**src/rtl/ex_mdu.sv**
```systemverilog
// ex_mdu: execute stage with single-cycle ALU/branch logic and an iterative multiply/divide unit
module ex_mdu #(
  parameter int XLEN = 32,
  parameter bit MUL_FAST = 1'b0
) (
  input  logic            clk,
  input  logic            rst_n,
  input  logic [31:0]     inst_i,
  input  logic [XLEN-1:0] inst_addr_i,
  input  logic [XLEN-1:0] op1_i,
  input  logic [XLEN-1:0] op2_i,
  input  logic [4:0]      rd_addr_i,
  input  logic            rd_wen_i,
  input  logic            flush_i,
  output logic [4:0]      rd_addr_o,
  output logic [XLEN-1:0] rd_data_o,
  output logic            rd_wen_o,
  output logic [XLEN-1:0] jump_addr_o,
  output logic            jump_en_o,
  output logic            hold_flag_o
);
  localparam int SW = $clog2(XLEN);
  localparam logic [6:0] OPC_IMM = 7'b0010011;
  localparam logic [6:0] OPC_OP = 7'b0110011;
  localparam logic [6:0] OPC_LUI = 7'b0110111;
  localparam logic [6:0] OPC_AUIPC = 7'b0010111;
  localparam logic [6:0] OPC_JAL = 7'b1101111;
  localparam logic [6:0] OPC_JALR = 7'b1100111;
  localparam logic [6:0] OPC_BR = 7'b1100011;
  localparam logic [XLEN-1:0] MIN = {1'b1, {(XLEN-1){1'b0}}};

  typedef enum logic [1:0] {IDLE, BUSY, DONE} state_t;
  state_t state, state_nx;

  logic [6:0] opcode, f7;
  logic [2:0] f3;
  logic is_mop, alt;
  assign opcode = inst_i[6:0];
  assign f3 = inst_i[14:12];
  assign f7 = inst_i[31:25];
  assign alt = inst_i[30];
  assign is_mop = opcode == OPC_OP && f7 == 7'b0000001;

  logic unused;
  assign unused = ^inst_i[24:15];

  logic [SW-1:0] shamt;
  logic [XLEN-1:0] add_r, alu_res, b_imm, sc_data, sc_target;
  logic lt, ltu, sc_ok, sc_wr, sc_jump, imm_ok, op_ok;
  assign shamt = op2_i[SW-1:0];
  assign lt = $signed(op1_i) < $signed(op2_i);
  assign ltu = op1_i < op2_i;
  assign add_r = (opcode == OPC_OP && alt) ? op1_i - op2_i : op1_i + op2_i;
  assign b_imm = {{(XLEN-12){inst_i[31]}}, inst_i[7], inst_i[30:25], inst_i[11:8], 1'b0};
  assign op_ok = f7 == 7'b0 || (f7 == 7'b0100000 && (f3 == 3'b000 || f3 == 3'b101));
  assign imm_ok = f3[1:0] != 2'b01 || inst_i[31:26] == 6'b0 || (f3[2] && inst_i[31:26] == 6'b010000);

  // ALU result shared by OP and OP-IMM
  always_comb begin
    alu_res = add_r;
    case (f3)
      3'b001: alu_res = op1_i << shamt;
      3'b010: alu_res = {{(XLEN-1){1'b0}}, lt};
      3'b011: alu_res = {{(XLEN-1){1'b0}}, ltu};
      3'b100: alu_res = op1_i ^ op2_i;
      3'b101: alu_res = alt ? XLEN'($signed(op1_i) >>> shamt) : op1_i >> shamt;
      3'b110: alu_res = op1_i | op2_i;
      3'b111: alu_res = op1_i & op2_i;
      default: alu_res = add_r;
    endcase
  end

  // single-cycle decode: legality, writeback value and redirect target
  always_comb begin
    sc_ok = 1'b0;
    sc_wr = 1'b0;
    sc_jump = 1'b0;
    sc_data = '0;
    sc_target = '0;
    case (opcode)
      OPC_IMM: begin
        sc_ok = imm_ok;
        sc_wr = imm_ok;
        sc_data = alu_res;
      end
      OPC_OP: begin
        sc_ok = op_ok;
        sc_wr = op_ok;
        sc_data = alu_res;
      end
      OPC_LUI: begin
        sc_ok = 1'b1;
        sc_wr = 1'b1;
        sc_data = op1_i;
      end
      OPC_AUIPC: begin
        sc_ok = 1'b1;
        sc_wr = 1'b1;
        sc_data = inst_addr_i + op1_i;
      end
      OPC_JAL: begin
        sc_ok = 1'b1;
        sc_wr = 1'b1;
        sc_jump = 1'b1;
        sc_data = inst_addr_i + XLEN'(4);
        sc_target = inst_addr_i + op1_i;
      end
      OPC_JALR: begin
        sc_ok = f3 == 3'b000;
        sc_wr = f3 == 3'b000;
        sc_jump = f3 == 3'b000;
        sc_data = inst_addr_i + XLEN'(4);
        sc_target = (op1_i + op2_i) & ~XLEN'(1);
      end
      OPC_BR: begin
        sc_ok = f3[2:1] != 2'b01;
        sc_jump = sc_ok && ((f3[2] ? (f3[1] ? ltu : lt) : op1_i == op2_i) ^ f3[0]);
        sc_target = inst_addr_i + b_imm;
      end
      default: sc_ok = 1'b0;
    endcase
  end

  logic sgn1, sgn2, s1, s2, is_div, div_zero, div_ovf, fast, start;
  logic [XLEN-1:0] a_mag, b_mag, ld_hi, ld_lo;
  logic [2*XLEN-1:0] prod_fast;
  assign sgn1 = ~(f3[0] & (f3[1] | f3[2]));
  assign sgn2 = sgn1 && f3 != 3'b010;
  assign s1 = sgn1 & op1_i[XLEN-1];
  assign s2 = sgn2 & op2_i[XLEN-1];
  assign a_mag = s1 ? -op1_i : op1_i;
  assign b_mag = s2 ? -op2_i : op2_i;
  assign is_div = f3[2];
  assign div_zero = is_div && op2_i == '0;
  assign div_ovf = is_div && !f3[0] && op1_i == MIN && op2_i == '1;
  assign fast = MUL_FAST && !is_div;
  assign prod_fast = MUL_FAST ? {{XLEN{1'b0}}, a_mag} * {{XLEN{1'b0}}, b_mag} : '0;
  assign ld_hi = div_zero ? op1_i : fast ? prod_fast[2*XLEN-1:XLEN] : '0;
  assign ld_lo = div_zero ? '1 : div_ovf ? MIN : fast ? prod_fast[XLEN-1:0] : is_div ? a_mag : b_mag;
  assign start = state == IDLE && is_mop && !flush_i;

  logic [XLEN-1:0] hi, lo, bm;
  logic [SW-1:0] cnt;
  logic [2:0] f3_q;
  logic [4:0] rd_q;
  logic neg_q, neg_r;

  logic [XLEN:0] mul_sum, div_tmp, div_dif;
  logic [2*XLEN-1:0] prod_s;
  logic [XLEN-1:0] m_result;
  assign mul_sum = {1'b0, hi} + (lo[0] ? {1'b0, bm} : '0);
  assign div_tmp = {hi, lo[XLEN-1]};
  assign div_dif = div_tmp - {1'b0, bm};
  assign prod_s = neg_q ? -{hi, lo} : {hi, lo};
  assign m_result = f3_q[2] ? (f3_q[1] ? (neg_r ? -hi : hi) : (neg_q ? -lo : lo))
                  : (f3_q[1:0] == 2'b00 ? prod_s[XLEN-1:0] : prod_s[2*XLEN-1:XLEN]);

  // M-unit next state: shortcuts and fast multiply skip the iteration
  always_comb begin
    state_nx = flush_i ? IDLE
             : start ? ((div_zero || div_ovf || fast) ? DONE : BUSY)
             : state == BUSY ? (cnt == SW'(XLEN-1) ? DONE : BUSY)
             : IDLE;
  end

  // M-unit registers: operand latch on start, one shift-add or restoring step per busy cycle
  always_ff @(posedge clk) begin
    if (!rst_n) begin
      state <= IDLE;
      hi <= '0;
      lo <= '0;
      bm <= '0;
      cnt <= '0;
      f3_q <= '0;
      rd_q <= '0;
      neg_q <= 1'b0;
      neg_r <= 1'b0;
    end else begin
      state <= state_nx;
      if (start) begin
        hi <= ld_hi;
        lo <= ld_lo;
        bm <= is_div ? b_mag : a_mag;
        cnt <= '0;
        f3_q <= f3;
        rd_q <= rd_addr_i;
        neg_q <= !(div_zero || div_ovf) && (s1 ^ s2);
        neg_r <= !(div_zero || div_ovf) && s1;
      end else if (state == BUSY) begin
        cnt <= cnt + 1'b1;
        hi <= f3_q[2] ? (div_dif[XLEN] ? div_tmp[XLEN-1:0] : div_dif[XLEN-1:0]) : mul_sum[XLEN:1];
        lo <= f3_q[2] ? {lo[XLEN-2:0], ~div_dif[XLEN]} : {mul_sum[0], lo[XLEN-1:1]};
      end
    end
  end

  // output mux: reset forces zeros, M-unit owns outputs while busy or done
  always_comb begin
    rd_addr_o = '0;
    rd_data_o = '0;
    rd_wen_o = 1'b0;
    jump_addr_o = '0;
    jump_en_o = 1'b0;
    hold_flag_o = 1'b0;
    if (rst_n) begin
      if (state == DONE) begin
        rd_addr_o = rd_q;
        rd_data_o = m_result;
        rd_wen_o = !flush_i;
      end else if (state == BUSY || is_mop) begin
        hold_flag_o = !flush_i;
      end else if (sc_ok) begin
        rd_addr_o = sc_wr ? rd_addr_i : '0;
        rd_data_o = sc_wr ? sc_data : '0;
        rd_wen_o = sc_wr && rd_wen_i && !flush_i;
        jump_en_o = sc_jump;
        jump_addr_o = sc_jump ? sc_target : '0;
      end
    end
  end
endmodule

```
**config.mk**
```make
export PLATFORM = sky130hd
export DESIGN_NAME = ex_mdu
export DESIGN_NICKNAME = d
export VERILOG_FILES = /design/src/rtl/ex_mdu.sv
export SDC_FILE = /design/constraint.sdc
export NUM_CORES = 2
export LEC_CHECK = 0
export CAP_MARGIN = 10
export CORE_AREA = 2 2 246 248
export DETAILED_ROUTE_END_ITERATION = 8
export DIE_AREA = 0 0 248 250
export DONT_BUFFER_PORTS = 1
export PLACE_DENSITY_LB_ADDON = 0.05
export SKIP_CTS_REPAIR_TIMING = 1
export SYNTH_ARGS = -nofsm -noshare
export SYNTH_HDL_FRONTEND = slang
export SYNTH_SLANG_ARGS = --single-unit
```
**constraint.sdc**
```tcl
create_clock -name clk -period 13.9 [get_ports clk]
set_input_delay 2.78 -clock clk [delete_from_list [all_inputs] [get_ports clk]]
set_output_delay 2.78 -clock clk [all_outputs]
set_load 0.02 [all_outputs]
```
==> impl_metrics.toml <==
[worst_setup_path]
slowest_delay_ns = 0.99
worst_setup_path_end_kind = "primary output"
rrSetupSlack_ns = 9.37
cp_max_fo = 78
rr_startpoint = "hi[6]"
slowest_stage = "a2111oi_0"
r2r_end = "hi[26]"
worstSetupPathType = "in2out"
path_common_cell = "o21bai_1"
ff2ff_path_depth = 13
worstPathRequired_ns = 11.12
critPathArrivalTime_ns = 8.19
start_kind = "input pin"
path_cells = "inv_1, ha_1, o21bai_1, o211ai_1, a211oi_1, nor4_1, o311ai_1, a21oi_1, o21bai_1, mux2_2, a2111oi_0, a211o_1"

[finish]
syn2layout_area_growth_pct = 2.95
final_common_cell = "a21oi_1"
final_layout_size_suffix_gt1_share_pct = 6.71
final_cell_mix = "a21oi_1, nand2_1, nor2_1"
final-instance-count-excl-fill = 4705
nets = 4280

[synth]
yosysUniqueCellTypes = 95
synth_top_family_by_area = "compound AO/OA/AOI/OAI gates"
synth_compound_area_share_pct = 32.4
synth_xor_area_share_pct = 10.4
synth_nets = 4526
yosys_warnings = 0
yosysSeqAreaShare_pct = 8.04
postSynthAreaPerCell_sq_um = 6.78
ys_seq_elements = 113
synthesis.area_sq_um = 28100
synthAdderAreaFrac_pct = 10.7
yosys.area_share.simple_pct = 22.1
ys_async_sr_fraction_pct = 0
synth.area.mux_share_pct = 9.63
postSynthCellCount = 4153
synth_ff_type = "dfxtp_1"
synth_edf_count = 0

[floorplan]
start_util_pct = 47.3
core_sq_um = 59600
ioPinCount = 209
core.rowCount = 90
die-area_sq_um = 62000
die_x_um = 248
die_y_um = 250

[sta]
setup_tns_ns = 0
hold_viol = 0
period_minus_slack_ns = 10.97
slew_viol_final = 0
fmax_mhz = 91.1
whs_ns = 0.454
relSlewSlack_pct = 7.86
setup_viol = 0
worstMarginPinSlew_ns = 1.36
rsz0062_at_grt = "false"
finClkSkew_ns = 0.0147
min_period_over_period_pct = 78.9

[worst_hold_path]
hold_class = "reg2reg"
holdPathStages = 2
hold_start = "rd_q[2]"
holdPathEnd = "rd_q[2]"

[run_status]
status = "complete, no violations"

[grt]
grt_max_degree = 115
grt_overflow_total = 0
antenna_found_initial = 5
first_global_vias = 30000
grt_pass1_wl_mm = 208
grt_use_total_pct = 45.4

[routing]
firstDrtPassIters = 6
routed_via_density = 6.95
wl_met3_mm = 13.3
wl_met1_mm = 57.3
drc_errors = 0
met2_length_mm = 62.0
ant_nets = 0
via_count = 32700
top_layer = "met5"
wl_per_cell_um = 30.9
routed_wl_mm = 145
drt_iter0_markers = 4010

[job]
max_cap_violations = 0

[clock_network]
cts_buffers = 17
clk_path_buf_depth = 2
htreeDepth = 4
cts.reportedPaths.clkPinSlew_ns = 0.06
cts-root-buf = "clkbuf_16"
clock_latency_ns = 0.45
clkSinkCount = 113
cts_tree = "yes"

[pwr]
leakagePower_uw = 0.0112
vdd_drop_max_mv = 0.0800
p_per_area_nw_per_um2 = 50.6

[placed_design]
gp_congestion = 1.02
place_inst = 4670
io_buffers = 0
hpwl_mm = 113
[registers in the layout, summed over array words and instances (netlist names)]
name and cells:
lo 32, hi 32, neg_r 1, neg_q 1
f3_q 3, bm 32, state 2, rd_q 5
cnt 5
[worst max-delay path by stage]
stage	from	endpoint	slack [ns]	cells after the start
after global placement	op2_i[1]	rd_data_o[31]	3.29	12
final	op2_i[1]	rd_data_o[31]	2.93	12
after CTS	op2_i[1]	rd_data_o[31]	3.26	12
after floorplan	op2_i[3]	jump_addr_o[29]	4.10	18
after detailed placement	op2_i[1]	rd_data_o[31]	3.30	12
after global routing	op2_i[1]	rd_data_o[31]	3.09	12
[per-stage QoR]
step | area, sq um | setup slack (ns) | utilization, % | total power, uW
2_1_floorplan | 28100 | 4.10 | - | 825
3_3_place_gp | 28400 | 3.29 | 47.6 | 997
3_5_place_dp | 28400 | 3.30 | 47.6 | 993
4_1_cts | 29000 | 3.26 | 48.6 | 1450
5_1_grt | 29000 | 3.09 | 48.6 | 1520
6_report | 29000 | 2.93 | 48.6 | 1470
[final cells by class]
| type | instances | area, sq um |
|---|---|---|
| diodes | 3 | 7.51 |
| inverters | 166 | 623 |
| clock inverters | 15 | 159 |
| multi-input cells | 3543 | 24000 |
| well taps | 782 | 978 |
| repair buffers | 66 | 495 |
| flip-flops and latches | 113 | 2270 |
| fillers | 6400 | 30600 |
| clock buffers | 17 | 425 |
[power breakdown]
group          internal (uW)  leakage [uW]  switching (uW)  total [uW]
Combinational            246       0.00996             443         689
Sequential               324      0.000911          0.0253         324
Clock                    254      0.000285             199         453
Total                    824        0.0112             642        1470
[metal layers]
layer / global-route usage [%] / vias to the layer above
li1: - / 14800
met1: 58.0 / 15500
met2: 68.4 / 1938
met3: 7.25 / 412
met4: 33.3 / 2
met5: 0 / -
[synthesized netlist by cell type (9+ instances only)]
library cell	n	area, sq um
or4_1	17	128
a21o_1	55	413
o21a_1	22	165
mux2_2	29	327
nand2_1	424	1590
or3_1	41	257
a22oi_1	15	113
o31ai_1	52	390
o2111ai_1	9	78.8
o221ai_1	27	236
o211ai_1	77	578
a21oi_1	471	2360
a31oi_1	45	282
o31a_1	9	78.8
mux2i_1	83	831
or2_2	11	68.8
xor2_1	118	1030
o41ai_1	18	158
buf_2	23	115
a211oi_1	62	465
nand3_1	88	440
dfxtp_1	113	2260
mux4_2	69	1550
clkbuf_1	270	1010
nand4_1	42	263
nand2b_1	29	181
a41oi_1	9	78.8
nor2b_1	22	138
inv_1	162	608
a221oi_1	39	342
xnor2_1	217	1900
and3_1	31	194
nor4_1	45	282
o21ai_1	11	55.1
a211o_1	9	78.8
nor2_1	391	1470
o21bai_1	34	255
o22ai_1	32	200
o21ai_0	360	1800
buf_1	35	131
a222oi_1	16	160
and2_1	28	175
ha_1	230	2880
nor3_1	117	586
[logic make-up after synthesis]
kind of cell,after synthesis
adder cells (fa/ha/maj),236
AND/OR/NAND/NOR,1331
buffers and inverters,497
XOR/XNOR,335
flip-flops,113
multiplexers,181
AO/OA/AOI/OAI,1460
[worst max-delay path, delay by kind of cell]
kind	cells	cell delay, ns
adders and majority gates	1	0.38
AOI/OAI and AO/OA	8	4.01
muxes	1	0.40
buffers and inverters	1	0.38
and+or+nand+nor	1	0.22
Power figures use the tool's default switching activity.
